File: src/rtl/neuron_tm_scheduler.sv
// neuron_tm_scheduler: time-multiplexes one shared LIF/STP neuron core across
// N_NEURONS virtual neurons. Each tick sweeps IDs 0..N_NEURONS-1:
// fetch current -> issue core -> wait CORE_LAT -> emit spike event.
// Optional build macro NEURON_TM_REFRACTORY_EN adds per-neuron refractory
// counters (REF_STEPS sweeps skipped after a spike).
module neuron_tm_scheduler #(
    parameter int N_NEURONS = 16,
    parameter int NID_W     = $clog2(N_NEURONS),
    parameter int WEIGHT_W  = 16,
    parameter int CORE_LAT  = 1
`ifdef NEURON_TM_REFRACTORY_EN
    ,
    parameter int REF_STEPS = 2
`endif
) (
    input  logic                       clk,
    input  logic                       rst_n,
    input  logic                       tick_i,
    output logic                       syn_req_o,
    output logic [NID_W-1:0]           syn_nid_o,
    input  logic                       syn_ack_i,
    input  logic signed [WEIGHT_W-1:0] syn_cur_i,
    output logic                       core_en_o,
    output logic [NID_W-1:0]           core_nid_o,
    output logic signed [WEIGHT_W-1:0] core_isyn_o,
    input  logic                       core_spike_i,
    output logic                       ev_valid_o,
    output logic [NID_W-1:0]           ev_nid_o,
    input  logic                       ev_ready_i,
    output logic                       busy_o,
    output logic                       done_o,
    output logic [NID_W:0]             spike_cnt_o,
    output logic                       overrun_o,
    input  logic                       ovr_clr_i
);

    localparam int LAT_W = (CORE_LAT > 1) ? $clog2(CORE_LAT) : 1;
    localparam logic [NID_W-1:0] LAST_ID = NID_W'(N_NEURONS - 1);

    typedef enum logic [2:0] {IDLE, FETCH, ISSUE, WAIT, EMIT, DONE} state_t;

    state_t                     state;
    logic [NID_W-1:0]           nid;
    logic signed [WEIGHT_W-1:0] cur_q;
    logic [LAT_W-1:0]           lat_cnt;

    logic syn_hs;
    logic ev_hs;
    logic lat_last;
    logic spike_hit;
    logic skip;
    logic adv;

`ifdef NEURON_TM_REFRACTORY_EN
    localparam int REF_W = $clog2(REF_STEPS + 1);
    logic [N_NEURONS-1:0][REF_W-1:0] ref_cnt;
`endif

    // The ID, latched current and event ID are single registers shared by all
    // three interfaces; each is only meaningful while its valid/strobe is up.
    assign syn_nid_o   = nid;
    assign core_nid_o  = nid;
    assign ev_nid_o    = nid;
    assign core_isyn_o = cur_q;

    assign syn_hs    = syn_req_o & syn_ack_i;
    assign ev_hs     = ev_valid_o & ev_ready_i;
    assign lat_last  = (lat_cnt == '0);
    assign spike_hit = (state == WAIT) && lat_last && core_spike_i;

    // Refractory neurons still complete the fetch handshake but skip the core
    always_comb begin
        skip = 1'b0;
`ifdef NEURON_TM_REFRACTORY_EN
        skip = (ref_cnt[nid] != '0);
`endif
        adv = ((state == WAIT) && lat_last && !core_spike_i) ||
              ((state == EMIT) && ev_hs) ||
              ((state == FETCH) && syn_hs && skip);
    end

    // Sweep FSM with registered handshake/strobe outputs
    always_ff @(posedge clk or negedge rst_n) begin
        if (!rst_n) begin
            state       <= IDLE;
            nid         <= '0;
            cur_q       <= '0;
            lat_cnt     <= '0;
            syn_req_o   <= 1'b0;
            core_en_o   <= 1'b0;
            ev_valid_o  <= 1'b0;
            busy_o      <= 1'b0;
            done_o      <= 1'b0;
            spike_cnt_o <= '0;
            overrun_o   <= 1'b0;
        end else begin
            core_en_o <= 1'b0;
            done_o    <= 1'b0;

            // a dropped tick beats a simultaneous clear
            if (tick_i && state != IDLE)
                overrun_o <= 1'b1;
            else if (ovr_clr_i)
                overrun_o <= 1'b0;

            case (state)
                IDLE: begin
                    if (tick_i) begin
                        nid         <= '0;
                        spike_cnt_o <= '0;
                        busy_o      <= 1'b1;
                        syn_req_o   <= 1'b1;
                        state       <= FETCH;
                    end
                end
                FETCH: begin
                    if (syn_hs) begin
                        syn_req_o <= 1'b0;
                        if (!skip) begin
                            cur_q     <= syn_cur_i;
                            core_en_o <= 1'b1;
                            state     <= ISSUE;
                        end
                    end
                end
                ISSUE: begin
                    lat_cnt <= LAT_W'(CORE_LAT - 1);
                    state   <= WAIT;
                end
                WAIT: begin
                    if (!lat_last) begin
                        lat_cnt <= lat_cnt - 1'b1;
                    end else if (core_spike_i) begin
                        spike_cnt_o <= spike_cnt_o + 1'b1;
                        ev_valid_o  <= 1'b1;
                        state       <= EMIT;
                    end
                end
                EMIT: begin
                    if (ev_hs)
                        ev_valid_o <= 1'b0;
                end
                DONE: begin
                    busy_o <= 1'b0;
                    state  <= IDLE;
                end
                default: state <= IDLE;
            endcase

            // common advance: next neuron or end of sweep (overrides case above)
            if (adv) begin
                if (nid == LAST_ID) begin
                    done_o <= 1'b1;
                    state  <= DONE;
                end else begin
                    nid       <= nid + 1'b1;
                    syn_req_o <= 1'b1;
                    state     <= FETCH;
                end
            end
        end
    end

`ifdef NEURON_TM_REFRACTORY_EN
    // Load on a sampled spike, count down once per skipped visit
    always_ff @(posedge clk or negedge rst_n) begin
        if (!rst_n)
            ref_cnt <= '0;
        else if (spike_hit)
            ref_cnt[nid] <= REF_W'(REF_STEPS);
        else if (state == FETCH && syn_hs && skip)
            ref_cnt[nid] <= ref_cnt[nid] - 1'b1;
    end
`endif

endmodule

File: config.mk
export PLATFORM = sky130hd
export DESIGN_NAME = neuron_tm_scheduler
export DESIGN_NICKNAME = d
export VERILOG_FILES = /design/src/rtl/neuron_tm_scheduler.sv
export SDC_FILE = /design/constraint.sdc
export NUM_CORES = 1
export LEC_CHECK = 0
export CORE_UTILIZATION = 44
export DETAILED_ROUTE_END_ITERATION = 16
export PLACE_DENSITY = 0.78
export SYNTH_ARGS = -nofsm -noshare
export SYNTH_HDL_FRONTEND = slang
export SYNTH_SLANG_ARGS = --single-unit
File: constraint.sdc
create_clock -name clk -period 2 [get_ports clk]
set_input_delay 0.4 -clock clk [delete_from_list [all_inputs] [get_ports clk]]
set_output_delay 0.4 -clock clk [all_outputs]
set_load 0.01 [all_outputs]
Yosys cells after proc, flatten, opt, wreduce, memory -nomap -nowiden

Index checks and enable logic that the tools add are counted.

Memories: 0
Register bits after elaboration: 35
Latch bits: 0
Logic and storage cells: 84
ROM bits: 0
Input port bits: 23
Output and inout bits: 39
Bits in writable memories: 0

Reductions and logical operators: 18
$add $sub $neg: 3
$lt $le $gt $ge: 0
Equal/unequal tests: 15
Div/mod/pow operators: 0
Shift-type cells: 0
Bitwise operators: 3
Muxes and demuxes: 34
Multipliers: 0

Operator list:

| cell                | count |
|---|---|
| $mux 3              | 6 |
| $mux 4              | 4 |
| $mux 1              | 15 |
| $mux 5              | 3 |
| $pmux 3 s5          | 1 |
| $ne 3x3->1 const B  | 4 |
| $ne 2x2->1 const B  | 5 |
| $pmux 5 s2          | 1 |
| $reduce_bool 2->1   | 5 |
| $pmux 1 s2          | 4 |
| $reduce_and 4->1    | 2 |
| $eq 3x2->1 const B  | 2 |
| $eq 3x3->1 const B  | 2 |
| $add 5x1->5 const B | 1 |
| $reduce_and 5->1    | 1 |
| $add 4x1->4 const B | 1 |
| $eq 4x4->1 const B  | 1 |
| $logic_and 1x1->1   | 4 |
| $reduce_and 2->1    | 2 |
| $eq 3x1->1 const B  | 1 |
| $logic_not 3->1     | 1 |
| $reduce_bool 3->1   | 1 |
| $and 1x1->1         | 2 |
| $logic_not 1->1     | 1 |
| 3 further kinds     | 3 |

Longest topological paths before layout

Word-level depth: 6
Depth in mapped cells: 5
Gate-level depth less buffers: 5

Least setup slack after synthesis

OpenSTA, ideal clock, no wires.

Path type: register to register
Start: register state[2]
End: register cur_q[0], in the netlist core_isyn_o[0]
Buffers on the path: 2
Library setup time: 0.125 ns
Cell stages (with the launch flop): 6
Data required time: 1.875 ns
Setup slack: 0.420 ns
Data arrival time: 1.455 ns
Period minus slack after synthesis: 1.580 ns
Cells stage by stage: dfrtp_1 buf_6 nand2b_4 nor3_4 buf_12 mux2_4

Word-level cells in the longest chain between the ends: 2

Ends and longest elaborated chain:

| element                           | line | RTL |
|---|---|---|
| start, declared                   | 42   | `state_t state;` |
| start signal, assigned            | 85   | `state <= IDLE;` |
| start signal, assigned            | 113  | `state <= FETCH;` |
| start signal, assigned            | 122  | `state <= ISSUE;` |
| $eq 3x1->1                        | 106  | `case (state)` |
| $reduce_and 2->1 (no source line) | n/a  |  |
| end signal, assigned              | 120  | `cur_q <= syn_cur_i;` |
| end, declared                     | 44   | `logic signed [WEIGHT_W-1:0] cur_q;` |

Every way passes these cells.
A chain may end at the register's enable or synchronous reset.

Final worst setup path

Start: register nid[2], in the netlist core_nid_o[2]
End: output core_nid_o[2]

RTL lines:

| element                | line | RTL |
|---|---|---|
| start, declared        | 43   | `logic [NID_W-1:0] nid;` |
| start signal, assigned | 156  | `nid <= nid + 1'b1;` |
| end, declared          | 24   | `output logic [NID_W-1:0] core_nid_o,` |

No word-level cell between the ends.

==> results.cfg <==
[worst_setup_path]
timing.rr.end = core_nid_o[1]
cp.buffers_inverters = 1
slack_of_the_worst_reg_to_reg_path_ns = 0.26
cp.arrival_ns = 1.44
crit_required_ns = 1.60
criticalPathCategory = reg2out
reg2regPathDepth = 4
worst_r2r_startpoint = state[0]
setup.worst_path.end_class = output port
timing.critical_path.max_delay_family = buffers and inverters
worstSetupStartpoint = core_nid_o[2]
cp_cell_sequence = clkdlybuf4s50_1
setup.worst_path.start_class = flip-flop
path_max_fanout = 10
cp_slowest_stage_delay_ns = 0.61
critical_path.slowest_cell = sky130_fd_sc_hd__clkdlybuf4s50_1

[floorplanning]
start_util_pct = 45.97
total_die_area_um2 = 4076
rows = 22
fp.dieH_um = 63.85
placeableCoreArea_um2 = 3661
dieWidth_um = 63.85
ios = 62

[routing]
route.antenna.remaining_nets = 0
vias = 1246
drtIter0Drc = 46
wl_per_cell_um = 14.83
avgViaCountPerCell = 5.065
postRouteWirelength_mm = 3.647
drt_pre_antenna_iters = 4
drc_errors = 0

[finish]
total_inserted_antenna_cells = 0
layout-drive-gt1-share_pct = 22.22
area_growth_syn_to_layout_pct = 43.79
fin_nets = 222
fin_util_pct = 66.10
stdcell_area_um2 = 2420
stdcell_count = 246
fillerInstances = 296
ff_latch_area_um2 = 850.8
multi_input_gate_area_um2 = 704.4

[clock_network]
clock_tree_from_tritoncts = done
worst_skew_pair.late_latency_ns = 0.29
cts_htree_levels = 2
postCtsSetupRepairBufs = 0
ctsLongestPathBuffers = 2
post_cts.resized_instances = 0
cts-hold-fix-buffers = 0
clk_pin_slew_ns = 0.07
cts_inserted_buffers = 5
cts_root_buffer = sky130_fd_sc_hd__clkbuf_8
clock_sinks = 34

[synth]
number_of_flops_mapped_to_enable_cells_by_yosys = 0
synthesis.nets = 158
number_of_warnings_reported_in_the_yosys_synthesis_log = 0
ys_types = 44
synthCells = 133
synth-seq-cells = 34
ys_seq_area_share_pct = 50.56
average_instance_area_after_synthesis_um2 = 12.65
synthArstFlopShare_pct = 100.0
synth-main-ff-cell = sky130_fd_sc_hd__dfrtp_1
synth.cell_area_um2 = 1683

[sta]
final_worst_path_setup_slack_ns = 0.1622
finalHoldWorstSlack_ns = 0.5126
slew_violations = 0
tns_ns = 0
hold_viol = 0
max_freq_ghz = 0.5441
timing.final.crit_period_ns = 1.838
clock_skew_ns = 0.003946
grt_setup_unrepaired = no
worstMarginPinSlew_ns = 0.4130
finalSetupViolCount = 0
layout_worst_path_cycle_share_pct = 91.89
max_slew_margin_pct = 72.47

[grt]
grt_overflow_total = 0
grt_pass1_vias = 1328
global_route_wire_length_before_repair_mm = 6.092
grt_max_degree = 35
grt.total_usage_pct = 20.02
grt_antenna_before_repair = 0

[power]
pnr_total_power_mw = 3.321
powerDensity_nw_per_um2 = 1372
power.leakage_nw = 1.023
vdd_ir_drop_max_mv = 0.7480

[placed_design]
placement.io_buffers = 61
dpl_worst_slack_ns = -0.08150
dp.cells = 238
dpl_cell_area_um2 = 2325
detailed_place_hpwl_mm = 2.714
gp_routability_congestion = 0.7051

[outcome]
outcome = finished, final reports clean

[job]
max-cap-violations = 0

[min_path]
worst_hold_class = in2async
synth_stat cells (2+ instances only):
library cell / count / share of area, %
sky130_fd_sc_hd__nand2_1: 7 / 1.6
sky130_fd_sc_hd__mux2_4: 10 / 8.9
sky130_fd_sc_hd__buf_4: 8 / 3.6
sky130_fd_sc_hd__or3b_1: 3 / 1.6
sky130_fd_sc_hd__buf_6: 2 / 1.3
sky130_fd_sc_hd__nor2b_1: 2 / 0.74
sky130_fd_sc_hd__inv_1: 3 / 0.67
sky130_fd_sc_hd__nor2_1: 7 / 1.6
sky130_fd_sc_hd__mux2_2: 7 / 4.7
sky130_fd_sc_hd__nand3_1: 5 / 1.5
sky130_fd_sc_hd__a21oi_1: 5 / 1.5
sky130_fd_sc_hd__dfrtp_1: 34 / 51
sky130_fd_sc_hd__buf_2: 2 / 0.59
sky130_fd_sc_hd__o21ai_0: 7 / 2.1
sky130_fd_sc_hd__ha_1: 2 / 1.5
report_power, final:
group / switching, mW / total, mW / internal (mW)
Sequential: 0.245 / 1.20 / 0.957
Clock: 0.254 / 0.531 / 0.276
Combinational: 0.615 / 1.59 / 0.973
sequential cells by signal (all words and copies together), names as in the netlist:
| signal | flops |
|---|---|
| busy_o | 1 |
| done_o | 1 |
| core_en_o | 1 |
| core_isyn_o | 16 |
| spike_cnt_o | 5 |
| syn_req_o | 1 |
| ev_valid_o | 1 |
| overrun_o | 1 |
| core_nid_o | 4 |
| state | 3 |
per-layer routing:
metal | GRT usage [%] | share of wire [%] | vias up
li1 | - | - | 592
met3 | 4.643 | 4.1 | 7
met2 | 33.78 | 52 | 32
met1 | 22.86 | 42 | 615
met4 | 12.22 | 2.3 | 0
met5 | 0 | 0 | -
final cells by class:
| class | instances | area share (%) |
|---|---|---|
| Timing Repair Buffer | 71 | 28.85 |
| Sequential cell | 34 | 35.16 |
| Tap cell | 48 | 2.482 |
| Inverter | 3 | 0.4654 |
| Clock inverter | 2 | 0.5171 |
| Multi-Input combinational cell | 82 | 29.11 |
| Clock buffer | 6 | 3.413 |
cell families (layout without fill, tap and decap cells):
group           count (synthesis)  count (layout)  synth area share (%)
compound gates                 25              25                 11.82
xor+xnor                        2               2                 1.041
fa+ha+maj                       2               2                 1.487
buf+inv                        17              82                 7.584
flops                          34              34                 50.56
mux                            18              18                 14.20
simple gates                   35              35                 13.31
how the worst max path moves through the flow:
| stage | to | slack [ns] | cells past startpoint |
|---|---|---|---|
| finish | core_nid_o[2] | 0.16 | 1 |
| global route | core_nid_o[2] | 0.09 | 1 |
| CTS | core_nid_o[2] | 0.15 | 1 |
| detailed placement | core_nid_o[1] | -0.08 | 5 |
| global placement | core_nid_o[1] | -0.03 | 5 |
| floorplan | core_isyn_o[0] | 0.42 | 5 |
worst reg2reg max path: cells and delay by family, from the launching register on:
kind	cells	cell delay, ns
flops	1	0.53
compound gates	2	0.50
mux	1	0.32
simple gates	1	0.27
placed cells by master (no fill, tap or decap), types with 2 or more instances in the layout:
| master | synthesis | final |
|---|---|---|
| sky130_fd_sc_hd__a21oi_1 | 5 | 5 |
| sky130_fd_sc_hd__buf_4 | 8 | 9 |
| sky130_fd_sc_hd__clkbuf_8 | 0 | 6 |
| sky130_fd_sc_hd__clkdlybuf4s50_1 | 0 | 61 |
| sky130_fd_sc_hd__dfrtp_1 | 34 | 34 |
| sky130_fd_sc_hd__ha_1 | 2 | 2 |
| sky130_fd_sc_hd__inv_1 | 3 | 3 |
| sky130_fd_sc_hd__mux2_2 | 7 | 7 |
| sky130_fd_sc_hd__mux2_4 | 10 | 10 |
| sky130_fd_sc_hd__nand2_1 | 7 | 7 |
| sky130_fd_sc_hd__nand3_1 | 5 | 5 |
| sky130_fd_sc_hd__nor2_1 | 7 | 7 |
| sky130_fd_sc_hd__nor2b_1 | 2 | 2 |
| sky130_fd_sc_hd__o21ai_0 | 7 | 7 |
| sky130_fd_sc_hd__or3b_1 | 3 | 3 |
Power figures use the tool's default switching activity.
==> RTL edit: new RTL, config.mk and constraints unchanged <==
`WEIGHT_W`: 16 -> 24.
--- a/src/rtl/neuron_tm_scheduler.sv
+++ b/src/rtl/neuron_tm_scheduler.sv
@@ -8,3 +8,3 @@
     parameter int NID_W     = $clog2(N_NEURONS),
-    parameter int WEIGHT_W  = 16,
+    parameter int WEIGHT_W  = 24,
     parameter int CORE_LAT  = 1
Ports: changed (resized core_isyn_o and syn_cur_i); port bits go from 62 to 78. The function was not compared with the original's and may differ.
==> RTL edit against the original RTL <==
Combinational power grew 5%. Sequential cell count grew 8. Non-clock buffer count grew 10. Wire length grew 7.8%. Synthesized area grew 11%. Cell area grew 13%. Critical path type unchanged. Hold slack lost 0.45 ns. Highest routed layer unchanged. Power grew 11%. Worst setup slack gained 0.053 ns.
==> RTL edit: results (changes against the original RTL) <==
| Metric | Value |
|---|---|
| Status | `finished clean` |
| Crit Path Max Fanout | `9 (-1)` |
| Mux share of post-synthesis cell area | `0.162 (+0.0198)` |
| Post-synthesis sequential area ratio | `0.564 (+0.0586)` |
| Switching fraction of total power | `0.322 (-0.0135)` |
| Post-synthesis xor/xnor area fraction | `0.0141 (+0.00369)` |
| Vias in the first global route | `1380 (+3.9%)` |
| Post-CTS setup buffer count | `0 (unchanged)` |
| Drt pass-1 iters | `4 (unchanged)` |
| # nets final | `255 (+15%)` |
| PortBufs | `77 (+26%)` |
| CP top delay family | `buffers and inverters` |
| Layout Skew | `0.00769 ns (+0.00374 ns)` |
| First-pass GRT wire length | `6180 um (+1.4%)` |
| Rel. slew slack | `0.663 (-0.0612)` |
| Worst hold margin | `0.0632 ns (-0.449 ns)` |
| Via count | `1388 (+11%)` |
| Compound-cell area share of the yosys netlist | `0.0685 (-0.0497)` |
| IR drop worst, VDD | `903 uV (+21%)` |
| Ratio of cells with drive above 1 in the final layout | `0.188 (-0.0339)` |
| DR WL/cell | `14.4 um (-2.8%)` |
| Adder-cell area share of the yosys netlist | `0.0134 (-0.00144)` |
| Share of flip-flops with an asynchronous set or reset | `1.00 (unchanged)` |
| CTS Buf Count | `5 (unchanged)` |
| Reg2reg start | `state[1]` |
| Pleak | `1.16 nW (+13%)` |
| Worst min path class | `primary input to async pin` |
| Reg-to-reg slack, setup | `0.29 ns (+0.03 ns)` |
| CP arrival | `1.38 ns (-0.06 ns)` |
| Worst R2R End | `core_nid_o[2]` |
| Crit-path max cell delay | `0.59 ns (-0.02 ns)` |
| Synth unique cells | `32 (-27%)` |
| Largest register FFs | `24 (+8)` |
| CP max-delay cell | `clkdlybuf4s50_1` |
| Post-DP HPWL | `3000 um (+11%)` |
| Synth top area cells | `dfrtp_1 56%, mux2_2 15%, buf_4 4.0%, nand2_1 2.6%, nor2_1 1.8%` |
| DRT iter0 DRCs | `47 (+2.2%)` |
| Largest net degree at the start of global routing | `26 (-26%)` |
| RePlAce Congestion | `0.812 (+15%)` |
| Initial antenna violation count | `0 (unchanged)` |
| Commonest cells post-synth | `42 x dfrtp_1, 25 x mux2_2, 13 x nand2_1` |
| GRT Total Usage | `0.186 (-0.0141)` |
| Reg clk slew, reported paths | `0.09 ns (+0.02 ns)` |
| Syn Nets | `181 (+15%)` |
==> RTL edit: per-stage QoR <==
stage               cell area, um2  worst slack [ns]  setup TNS (ns)  std cells  utilization
floorplan                     1860             0.365               0        148            -
global placement              2640            0.0347               0        265        0.655
detailed placement            2640          -0.00802         -0.0265        265        0.655
CTS                           2730             0.204               0        273        0.679
global route                  2730             0.135               0        273        0.679
finish                        2730             0.215               0        273        0.679
==> RTL edit: worst max-delay path by stage <==
stage,startpoint,to,depth (start not counted)
4_1_cts,core_nid_o[2],ev_nid_o[2],1
3_3_place_gp,ev_ready_i,core_nid_o[3],5
3_5_place_dp,syn_ack_i,core_isyn_o[3],5
2_1_floorplan,state[2],core_isyn_o[10],4
5_1_grt,core_nid_o[2],ev_nid_o[2],1
6_report,core_nid_o[2],ev_nid_o[2],1
==> RTL edit: area by class of cell <==
class                      count  area, um2
fill                         305       1290
sequential                    42       1050
timing repair buffer          81        821
multi-input combinational     88        691
clock buffer                   5       68.8
tap                           50       62.6
clock inverter                 3       25.0
inverter                       4       15.0
==> RTL edit: layer usage <==
layer,up-vias,global-route usage,part of all wire
met5,-,0,0
met4,0,0.0638,0.017
met3,8,0.0514,0.072
met2,64,0.318,0.48
met1,662,0.222,0.43
li1,654,-,-
==> RTL edit: power groups by stage <==
stage | clock network, mW | logic [mW] | registers (mW)
floorplan | 0 | 0.753 | 1.55
global placement | 0 | 1.65 | 1.45
detailed placement | 0 | 1.69 | 1.48
CTS | 0.576 | 1.69 | 1.46
global route | 0.611 | 1.82 | 1.51
finish | 0.554 | 1.67 | 1.45
==> RTL edit: worst reg2reg max path, cell delays in order, from the launching register on <==
cell and delay (ns):
dfrtp_1 0.53, or3b_4 0.46, o22a_4 0.25, o211ai_1 0.21
o211ai_1 0.13
==> RTL edit: kinds of logic after synthesis <==
kind of cell               count (synthesis)
muxes                                     27
AOI/OAI and AO/OA                         17
adders and majority gates                  2
and+or+nand+nor                           39
xor gates and xnor gates                   3
DFF                                       42
buffers and inverters                     18
